<file path="src/rtl/simd_dispatch_arbiter_if.sv">
// Dispatch/retire bundle between issue, the SIMD dispatch arbiter and the SIMD/ALU units.
// The master side is issue plus the SIMD units; the slave side is the arbiter.
interface simd_dispatch_arbiter_if #(
  parameter int unsigned NUM_SIMD = 4
);
  logic                  issue_valid;
  logic                  issue_halt;
  logic                  issue_ack;
  logic [NUM_SIMD-1:0]   simd_alu_ready;
  logic [NUM_SIMD-1:0]   simd_alu_select;
  logic [NUM_SIMD-1:0]   simd_instr_done;
  logic [6*NUM_SIMD-1:0] simd_instr_done_wfid;
  logic                  retire_valid;
  logic [5:0]            retire_wfid;
  logic [2:0]            retire_simd;
  logic                  idle;
  logic                  err_overflow;
  logic                  err_underflow;

  modport master (
    output issue_valid, issue_halt, simd_alu_ready, simd_instr_done, simd_instr_done_wfid,
    input  issue_ack, simd_alu_select, retire_valid, retire_wfid, retire_simd,
           idle, err_overflow, err_underflow
  );

  modport slave (
    input  issue_valid, issue_halt, simd_alu_ready, simd_instr_done, simd_instr_done_wfid,
    output issue_ack, simd_alu_select, retire_valid, retire_wfid, retire_simd,
           idle, err_overflow, err_underflow
  );
endinterface

</file>
<file path="src/rtl/simd_dispatch_arbiter.sv">
// Round-robin ALU dispatch across NUM_SIMD units with per-SIMD in-flight tracking
// and a round-robin merge of per-SIMD done FIFOs into one registered retire stream.
module simd_dispatch_arbiter #(
  parameter int unsigned NUM_SIMD     = 4,
  parameter int unsigned MAX_INFLIGHT = 2,
  parameter int unsigned DONE_DEPTH   = 2
) (
  input  logic                   clk,
  input  logic                   rst,
  simd_dispatch_arbiter_if.slave bus
);
  localparam int unsigned PW = $clog2(NUM_SIMD);
  localparam int unsigned AW = $clog2(DONE_DEPTH);
  localparam int unsigned CW = AW + 1;

  logic [PW-1:0] rr_ptr, ret_ptr;
  logic [2:0]    inflight     [NUM_SIMD];
  logic [2:0]    inflight_nxt [NUM_SIMD];
  logic [5:0]    fifo_mem     [NUM_SIMD][DONE_DEPTH];
  logic [AW-1:0] fifo_rp      [NUM_SIMD];
  logic [AW-1:0] fifo_wp      [NUM_SIMD];
  logic [CW-1:0] fifo_cnt     [NUM_SIMD];
  logic [CW-1:0] fifo_cnt_nxt [NUM_SIMD];

  logic [NUM_SIMD-1:0] elig, grant_oh, pop_oh, push_ok;
  logic                g_found, p_found, grant, ovf_ev, udf_ev, idle_nxt;
  logic [PW-1:0]       grant_idx, pop_idx;
  logic [5:0]          pop_wfid;

  function automatic logic [PW-1:0] wrap_inc(input logic [PW-1:0] p);
    return (p == PW'(NUM_SIMD - 1)) ? '0 : p + PW'(1);
  endfunction

  always_comb begin
    int unsigned idx;
    idx       = 0;
    elig      = '0;
    grant_oh  = '0;
    pop_oh    = '0;
    g_found   = 1'b0;
    p_found   = 1'b0;
    grant_idx = '0;
    pop_idx   = '0;
    for (int unsigned i = 0; i < NUM_SIMD; i++)
      elig[i] = bus.simd_alu_ready[i] && (inflight[i] < 3'(MAX_INFLIGHT));
    // Both searches start at their pointer and wrap at NUM_SIMD, not at 2**PW.
    for (int unsigned k = 0; k < NUM_SIMD; k++) begin
      idx = 32'(rr_ptr) + k;
      if (idx >= NUM_SIMD) idx = idx - NUM_SIMD;
      if (!g_found && elig[idx]) begin
        g_found   = 1'b1;
        grant_idx = PW'(idx);
      end
      idx = 32'(ret_ptr) + k;
      if (idx >= NUM_SIMD) idx = idx - NUM_SIMD;
      if (!p_found && (fifo_cnt[idx] != '0)) begin
        p_found = 1'b1;
        pop_idx = PW'(idx);
      end
    end
    grant             = g_found && bus.issue_valid && !bus.issue_halt;
    grant_oh[grant_idx] = grant;
    pop_oh[pop_idx]   = p_found;
  end

  assign bus.issue_ack = grant;
  assign pop_wfid      = fifo_mem[pop_idx][fifo_rp[pop_idx]];

  always_comb begin
    inflight_nxt = inflight;
    fifo_cnt_nxt = fifo_cnt;
    push_ok      = '0;
    ovf_ev       = 1'b0;
    udf_ev       = 1'b0;
    idle_nxt     = !p_found;
    for (int unsigned i = 0; i < NUM_SIMD; i++) begin
      if (grant_oh[i] && !bus.simd_instr_done[i])
        inflight_nxt[i] = inflight[i] + 3'd1;
      else if (!grant_oh[i] && bus.simd_instr_done[i]) begin
        if (inflight[i] == '0) udf_ev = 1'b1;
        else                   inflight_nxt[i] = inflight[i] - 3'd1;
      end
      // A full FIFO still accepts a push when it is popped in the same cycle.
      push_ok[i] = bus.simd_instr_done[i] && ((fifo_cnt[i] != CW'(DONE_DEPTH)) || pop_oh[i]);
      if (bus.simd_instr_done[i] && !push_ok[i]) ovf_ev = 1'b1;
      fifo_cnt_nxt[i] = fifo_cnt[i] + CW'(push_ok[i]) - CW'(pop_oh[i]);
      if ((inflight_nxt[i] != '0) || (fifo_cnt_nxt[i] != '0)) idle_nxt = 1'b0;
    end
  end

  always_ff @(posedge clk) begin
    if (rst) begin
      rr_ptr            <= '0;
      ret_ptr           <= '0;
      bus.simd_alu_select <= '0;
      bus.retire_valid  <= 1'b0;
      bus.retire_wfid   <= '0;
      bus.retire_simd   <= '0;
      bus.idle          <= 1'b1;
      bus.err_overflow  <= 1'b0;
      bus.err_underflow <= 1'b0;
      for (int unsigned i = 0; i < NUM_SIMD; i++) begin
        inflight[i] <= '0;
        fifo_rp[i]  <= '0;
        fifo_wp[i]  <= '0;
        fifo_cnt[i] <= '0;
      end
    end else begin
      bus.simd_alu_select <= grant_oh;
      if (grant) rr_ptr <= wrap_inc(grant_idx);
      bus.retire_valid <= p_found;
      if (p_found) begin
        bus.retire_wfid <= pop_wfid;
        bus.retire_simd <= 3'(pop_idx);
        ret_ptr         <= wrap_inc(pop_idx);
      end
      bus.idle <= idle_nxt;
      if (ovf_ev) bus.err_overflow  <= 1'b1;
      if (udf_ev) bus.err_underflow <= 1'b1;
      for (int unsigned i = 0; i < NUM_SIMD; i++) begin
        inflight[i] <= inflight_nxt[i];
        fifo_cnt[i] <= fifo_cnt_nxt[i];
        if (push_ok[i]) begin
          fifo_mem[i][fifo_wp[i]] <= bus.simd_instr_done_wfid[6*i +: 6];
          fifo_wp[i]              <= fifo_wp[i] + AW'(1);
        end
        if (pop_oh[i]) fifo_rp[i] <= fifo_rp[i] + AW'(1);
      end
    end
  end
endmodule

</file>
<file path="src/flat_wrapper.sv">
// flat-port wrapper written by rule: the top's interface ports become plain ports
module simd_dispatch_arbiter_flat 
#(
  parameter int unsigned NUM_SIMD     = 4,
  parameter int unsigned MAX_INFLIGHT = 2,
  parameter int unsigned DONE_DEPTH   = 2
)
  (clk, rst, bus_issue_valid, bus_issue_halt, bus_simd_alu_ready, bus_simd_instr_done, bus_simd_instr_done_wfid, bus_issue_ack, bus_simd_alu_select, bus_retire_valid, bus_retire_wfid, bus_retire_simd, bus_idle, bus_err_overflow, bus_err_underflow);
  simd_dispatch_arbiter_if #(.NUM_SIMD(NUM_SIMD)) bus_i ();
  input  logic clk;
  input  logic rst;
  input wire logic [$bits(bus_i.issue_valid)-1:0] bus_issue_valid;
  input wire logic [$bits(bus_i.issue_halt)-1:0] bus_issue_halt;
  input wire logic [$bits(bus_i.simd_alu_ready)-1:0] bus_simd_alu_ready;
  input wire logic [$bits(bus_i.simd_instr_done)-1:0] bus_simd_instr_done;
  input wire logic [$bits(bus_i.simd_instr_done_wfid)-1:0] bus_simd_instr_done_wfid;
  output wire logic [$bits(bus_i.issue_ack)-1:0] bus_issue_ack;
  output wire logic [$bits(bus_i.simd_alu_select)-1:0] bus_simd_alu_select;
  output wire logic [$bits(bus_i.retire_valid)-1:0] bus_retire_valid;
  output wire logic [$bits(bus_i.retire_wfid)-1:0] bus_retire_wfid;
  output wire logic [$bits(bus_i.retire_simd)-1:0] bus_retire_simd;
  output wire logic [$bits(bus_i.idle)-1:0] bus_idle;
  output wire logic [$bits(bus_i.err_overflow)-1:0] bus_err_overflow;
  output wire logic [$bits(bus_i.err_underflow)-1:0] bus_err_underflow;
  assign bus_i.issue_valid = bus_issue_valid;
  assign bus_i.issue_halt = bus_issue_halt;
  assign bus_i.simd_alu_ready = bus_simd_alu_ready;
  assign bus_i.simd_instr_done = bus_simd_instr_done;
  assign bus_i.simd_instr_done_wfid = bus_simd_instr_done_wfid;
  assign bus_issue_ack = bus_i.issue_ack;
  assign bus_simd_alu_select = bus_i.simd_alu_select;
  assign bus_retire_valid = bus_i.retire_valid;
  assign bus_retire_wfid = bus_i.retire_wfid;
  assign bus_retire_simd = bus_i.retire_simd;
  assign bus_idle = bus_i.idle;
  assign bus_err_overflow = bus_i.err_overflow;
  assign bus_err_underflow = bus_i.err_underflow;
  simd_dispatch_arbiter #(.NUM_SIMD(NUM_SIMD), .MAX_INFLIGHT(MAX_INFLIGHT), .DONE_DEPTH(DONE_DEPTH)) u_core (.clk(clk), .rst(rst), .bus(bus_i));
endmodule
</file>
<file path="config.mk">
export PLATFORM = sky130hd
export DESIGN_NAME = simd_dispatch_arbiter_flat
export DESIGN_NICKNAME = d
export VERILOG_FILES = /design/src/rtl/simd_dispatch_arbiter_if.sv /design/src/rtl/simd_dispatch_arbiter.sv /design/src/flat_wrapper.sv
export SDC_FILE = /design/constraint.sdc
export NUM_CORES = 1
export LEC_CHECK = 0
export ABC_AREA = 1
export BUFFER_PORTS_ARGS = -buffer_cell sky130_fd_sc_hd__buf_2
export CORE_UTILIZATION = 25
export CTS_BUF_LIST = sky130_fd_sc_hd__clkbuf_4 sky130_fd_sc_hd__clkbuf_8
export DETAILED_ROUTE_END_ITERATION = 12
export GPL_TIMING_DRIVEN = 0
export SLEW_MARGIN = 10
export SYNTH_ARGS = -nofsm -noshare
export SYNTH_HDL_FRONTEND = slang
export SYNTH_SLANG_ARGS = --single-unit
</file>
<file path="constraint.sdc">
create_clock -name clk -period 10.4 [get_ports clk]
set_clock_uncertainty 0.05 [all_clocks]
set_input_delay 1.56 -clock clk [delete_from_list [all_inputs] [get_ports clk]]
set_output_delay 1.56 -clock clk [all_outputs]
set_load 0.01 [all_outputs]
</file>
# After elaboration in Yosys (flattened, before gate mapping)
# Memory sizes are Yosys's and may differ from the RTL's.
# Cells that the tools add are included.
# word_totals
latchBits	0
elab_cells	327
n_memories	3
ff_bits	40
mem_bits_ro	0
out_inout_bits	18
ramBits	56
# classes
n_shift	0
div	0
mul	0
n_reduce_logical	78
muxes	131
n_eq_ne	6
bitwise_logic	19
addsub	40
order_cmp	33
# mem_list
name	words	word_bits	read_ports	rd_clocked_by_memory_dff	wr	line_no	rtl
u_core.fifo_mem	4	12	1	0	4	simd_dispatch_arbiter.sv:19	logic [5:0] fifo_mem [NUM_SIMD][DONE_DEPTH];
u_core.fifo_rp	4	1	5	0	4	simd_dispatch_arbiter.sv:20	logic [AW-1:0] fifo_rp [NUM_SIMD];
u_core.fifo_wp	4	1	4	0	4	simd_dispatch_arbiter.sv:21	logic [AW-1:0] fifo_wp [NUM_SIMD];
# op_table
cell	n
$mux W32	8
$ge A32 B3 Y1 const B	6
$sub A32 B3 Y32 const B	6
$ge A33 B3 Y1 const B	4
$not A32 Y33	4
$lt A32 B3 Y1 const B	4
$mux W1	68
$mux W12	4
$mux W6	7
$mux W2	18
$mux W3	12
$logic_and A1 B1 Y1	34
$demux W6 S1	4
$logic_not A1 Y1	20
$bmux W2 S2	4
$reduce_bool A2 Y1	8
$add A2 B2 Y3 const B	4
$add A3 B1 Y3 const B	4
$logic_not A3 Y1	4
$lt A3 B2 Y1 const B	4
$reduce_bool A3 Y1	4
$sub A3 B1 Y3 const B	4
$ge A2 B2 Y1 const B	5
$not A1 Y2	5
other kinds (17)	62

# Logic depth before layout (Yosys ltp)
# logic_depth
ltp_word	32
depth_mapped	28

# Worst setup path after synthesis
# Ideal clock, no wire load.
# synth_path
kind	input-to-output
startpoint	input bus_simd_alu_ready[3]
endpoint	output bus_issue_ack
path_slack_ns	6.468
arrival_time_ns	2.322
path_stages	6
path_buffers	0
required_ns	8.790
path_cell_list	nand3_1 -> nand2_1 -> o21ai_1 -> nand4_2 -> nand2_1 -> inv_1
# synth_via
elab_chain_len	15
elab_cells_between_ends	21
cone_classes	mux: 12; reduce/logical: 9
# synth_lines
item	line_no	rtl
start: declaration	flat_wrapper.sv:14	input wire logic [$bits(bus_i.simd_alu_ready)-1:0] bus_simd_alu_ready;
$logic_and A1 B1 Y1 *	simd_dispatch_arbiter.sv:45	elig[i] = bus.simd_alu_ready[i] && (inflight[i] < 3'(MAX_INFLIGHT));
$bmux W1 S2	simd_dispatch_arbiter.sv:50	if (!g_found && elig[idx]) begin
$mux W1 (implied by the code)	simd_dispatch_arbiter.sv:50	
$mux W1	simd_dispatch_arbiter.sv:50	
$logic_not A1 Y1	simd_dispatch_arbiter.sv:50	
$logic_and A1 B1 Y1	simd_dispatch_arbiter.sv:50	
$mux W1	simd_dispatch_arbiter.sv:50	
$logic_not A1 Y1	simd_dispatch_arbiter.sv:50	
$logic_and A1 B1 Y1	simd_dispatch_arbiter.sv:50	
$mux W1	simd_dispatch_arbiter.sv:50	
$logic_not A1 Y1	simd_dispatch_arbiter.sv:50	
$logic_and A1 B1 Y1	simd_dispatch_arbiter.sv:50	
$mux W1 *	simd_dispatch_arbiter.sv:50	
$logic_and A1 B1 Y1 * (2 in a row)	simd_dispatch_arbiter.sv:61	grant = g_found && bus.issue_valid && !bus.issue_halt;
end: declaration	flat_wrapper.sv:17	output wire logic [$bits(bus_i.issue_ack)-1:0] bus_issue_ack;
# Every way passes the cells marked *; elsewhere a longest branch is shown, timed or not. The select of a mux whose other input is x is not followed.

# Final worst setup path
# layout_path
startpoint	input bus_simd_alu_ready[2]
endpoint	output bus_issue_ack
# The elaborated chain is that of the path after synthesis.

==> run metrics <==
Crit path max-delay family=simple AND/OR/NAND/NOR gates; main flop type after synthesis=edfxtp_1; vias in the first global route=around 3900; Slew Limit Fails=0; critical path type=primary input to output pin; PortBufs=51; Crit-path slowest cell=nand4_2; Syn Nets=694; drt total wl=11600 um; Pwr Total=1.92 mW; Power Density=324 nW/um^2; RSZ-0062 raised after global routing=no; post-CTS setup buffer count=0; Setup WS pre-CTS=5960 ps; CTS clk-pin slew, worst paths=about 100 ps; Layout Nets=756; post-synthesis async set-or-reset flop share=0; crit path cell chain=buf_2 -> nand3_1 -> nand2_1 -> o21ai_1 -> nand4_2 -> nand2_1 -> inv_1 -> buf_2; final period utilization=0.426; Cell variety after synth=37; CTS tree=built; yosys warns=0; R2R setup slack=about 6400 ps; most common cell after layout, fill and taps aside=nand2_1; drt pass-1 iters=4; WP data arrival=about 2800 ps; initial DRC count=between 150 and 200; Fin Setup TNS=0 ps; Mapped Cells=~630; GRT Overall Usage=0.115; hold depth=2; hold buffers post-CTS=0; H-tree levels=3; critical path capture point type=output pin; Mean Syn Cell Area=between 8 and 9 sq um; Hold Crit Class=register to register; Min-Delay Endpoint=u_core.bus.err_underflow; post-synthesis sequential area ratio=0.484; Buf/Inv on CP=3; Required @ worst endpoint=8790 ps; Worst slew margin=0.552; global route overflow=0; Crit Reg-Reg Startpoint=u_core.ret_ptr[0]; Max Clock Freq=226 MHz; I/O pin total=54; DRC viols=0; PnR worst setup slack=between 5000 and 6000 ps; P&R area growth vs syn=15.4%; Num CTS Buffers=9; most frequent cells in the layout=nand2_1, nand3_1, inv_1; worst slew pin tran=670 ps; num rows=52; top cells by area, synth=edfxtp_1, dfxtp_1, nand2_1; area of the core=20200 sq um; outcome=finished, final reports clean; pin count of the biggest net entering global routing=19; routed vias=4160; #FFs+latches synth=between 90 and 100; initial antenna violation count=0; CTS Root Cell=clkbuf_8; number of cells on the worst reg-to-reg path=25; Routability Congestion=0.852; number of synthesized flops with an enable pin=56; post-DP HPWL=8910 um; top cell type's share of synthesized area=0.328; leak pwr=2.80 nW; post-synthesis instance area=5130 sq um; setup violators final=0; n_diodes=0; post-layout min period=4430 ps; fin util=0.293; WL/cell=12.1 um; clock tree buffer depth=2; share of layout cells above drive strength 1=0.141; post-CTS resize count=0; largest fanout on the critical path=8; Worst IR Drop VDD=about 130 uV; Total Die Area=21100 sq um; Die Y=about 150 um; later-pin clock latency in the skew report=380 ps; worst stage delay on the critical path=240 ps; vias per std cell=4.32; area leader, netlist=edfxtp_1; initial cell density of the core=0.254; Sink Count=96; FF-to-FF End=u_core.bus.idle; # Max-Cap Violations=0; width of the chip=145 um; first-pass GRT wire length=19100 um; Worst setup SP type=primary input; critical hold path startpoint=u_core.bus.err_underflow; Routed Antenna Nets=0; final hold violations=0
[power breakdown]
group          switching (mW)  total, mW  internal (mW)
clock network           0.147      0.247         0.0995
registers              0.0436      0.529          0.486
logic                   0.738       1.14          0.402
[cells in the mapped netlist (3+ instances only)]
| library cell | number |
|---|---|
| a21oi_1 | 13 |
| a31oi_1 | 5 |
| buf_2 | 4 |
| buf_6 | 4 |
| clkbuf_1 | 4 |
| dfxtp_1 | 40 |
| edfxtp_1 | 56 |
| ha_1 | 32 |
| inv_1 | 65 |
| inv_2 | 6 |
| nand2_1 | 194 |
| nand2_2 | 3 |
| nand2_4 | 4 |
| nand3_1 | 67 |
| nand4_1 | 8 |
| nor2_1 | 62 |
| nor3_1 | 6 |
| o21ai_0 | 18 |
| o21ai_1 | 3 |
| or2_2 | 4 |
| xnor2_1 | 5 |
| xor2_1 | 8 |
[metrics by stage]
step	hold WS, ps	cell area, sq um	cells
6_report	405	5920	963
5_1_grt	430	5920	963
4_1_cts	408	5920	963
3_5_place_dp	390	5720	947
3_3_place_gp	387	5720	947
2_1_floorplan	424	5130	626
[logic make-up (layout without fill, tap and decap cells)]
family / Yosys count / in the layout / share of synthesized area
xor gates and xnor gates: 14 / 14 / 0.0254
and+or+nand+nor: 354 / 354 / 0.296
buffers and inverters: 86 / 153 / 0.0705
DFF: 96 / 96 / 0.484
adders and majority gates: 32 / 32 / 0.0780
AOI/OAI and AO/OA: 43 / 43 / 0.0454
other: 1 / 1 / 0.000731
[worst max path at each step]
stage                          startpoint             to  slack (ps)  depth (start not counted)
CTS                 bus_simd_alu_ready[2]  bus_issue_ack        5960                          8
floorplan           bus_simd_alu_ready[3]  bus_issue_ack        6470                          6
detailed placement  bus_simd_alu_ready[2]  bus_issue_ack        5960                          8
finish              bus_simd_alu_ready[2]  bus_issue_ack        5970                          8
global route        bus_simd_alu_ready[2]  bus_issue_ack        5790                          8
global placement    bus_simd_alu_ready[3]  bus_issue_ack        5950                          8
[layer usage]
metal	wire length [um]	share of wire	global-route usage
met5	0	0	0
met4	168	0.014	0.0332
met3	670	0.058	0.0280
met2	5000	0.43	0.179
met1	5810	0.50	0.158
[layout make-up]
class | count | area (sq um)
multi-input cells | 444 | 2290
repair buffers | 51 | 255
clock inverters | 6 | 57.6
plain buffers | 14 | 91.3
inverters | 72 | 270
flip-flops and latches | 96 | 2480
clock buffers | 10 | 138
fillers | 2192 | 14300
well taps | 270 | 338
[registers in the layout, summed over array words and instances (netlist names)]
signal	cells
u_core.fifo_mem	48
u_core.inflight	12
u_core.fifo_cnt	8
u_core.bus.retire_wfid	6
u_core.bus.simd_alu_select	4
u_core.fifo_rp	4
u_core.fifo_wp	4
u_core.bus.retire_simd	2
u_core.ret_ptr	2
u_core.rr_ptr	2
u_core.bus.err_overflow	1
u_core.bus.err_underflow	1
u_core.bus.idle	1
u_core.bus.retire_valid	1
[worst reg2reg max path, cell delays in order (launching register included)]
cell and delay (ps):
dfxtp_1 360, buf_6 160, o21ai_0 330, o21ai_1 170, nand2_1 100, nand2_1 60, nand2_1 250, nand2_2 110
buf_6 160, buf_6 150, ha_1 200, nand2_1 160, inv_1 60, ha_1 270, inv_1 40, ha_1 200
xnor2_1 170, xor2_1 220, nand3_1 110, nor2_1 130, nand4_1 110, nor2_1 120, nand2_1 70, nor2_1 100
nand2_1 50, nand2_1 80
Power figures use the tool's default switching activity.
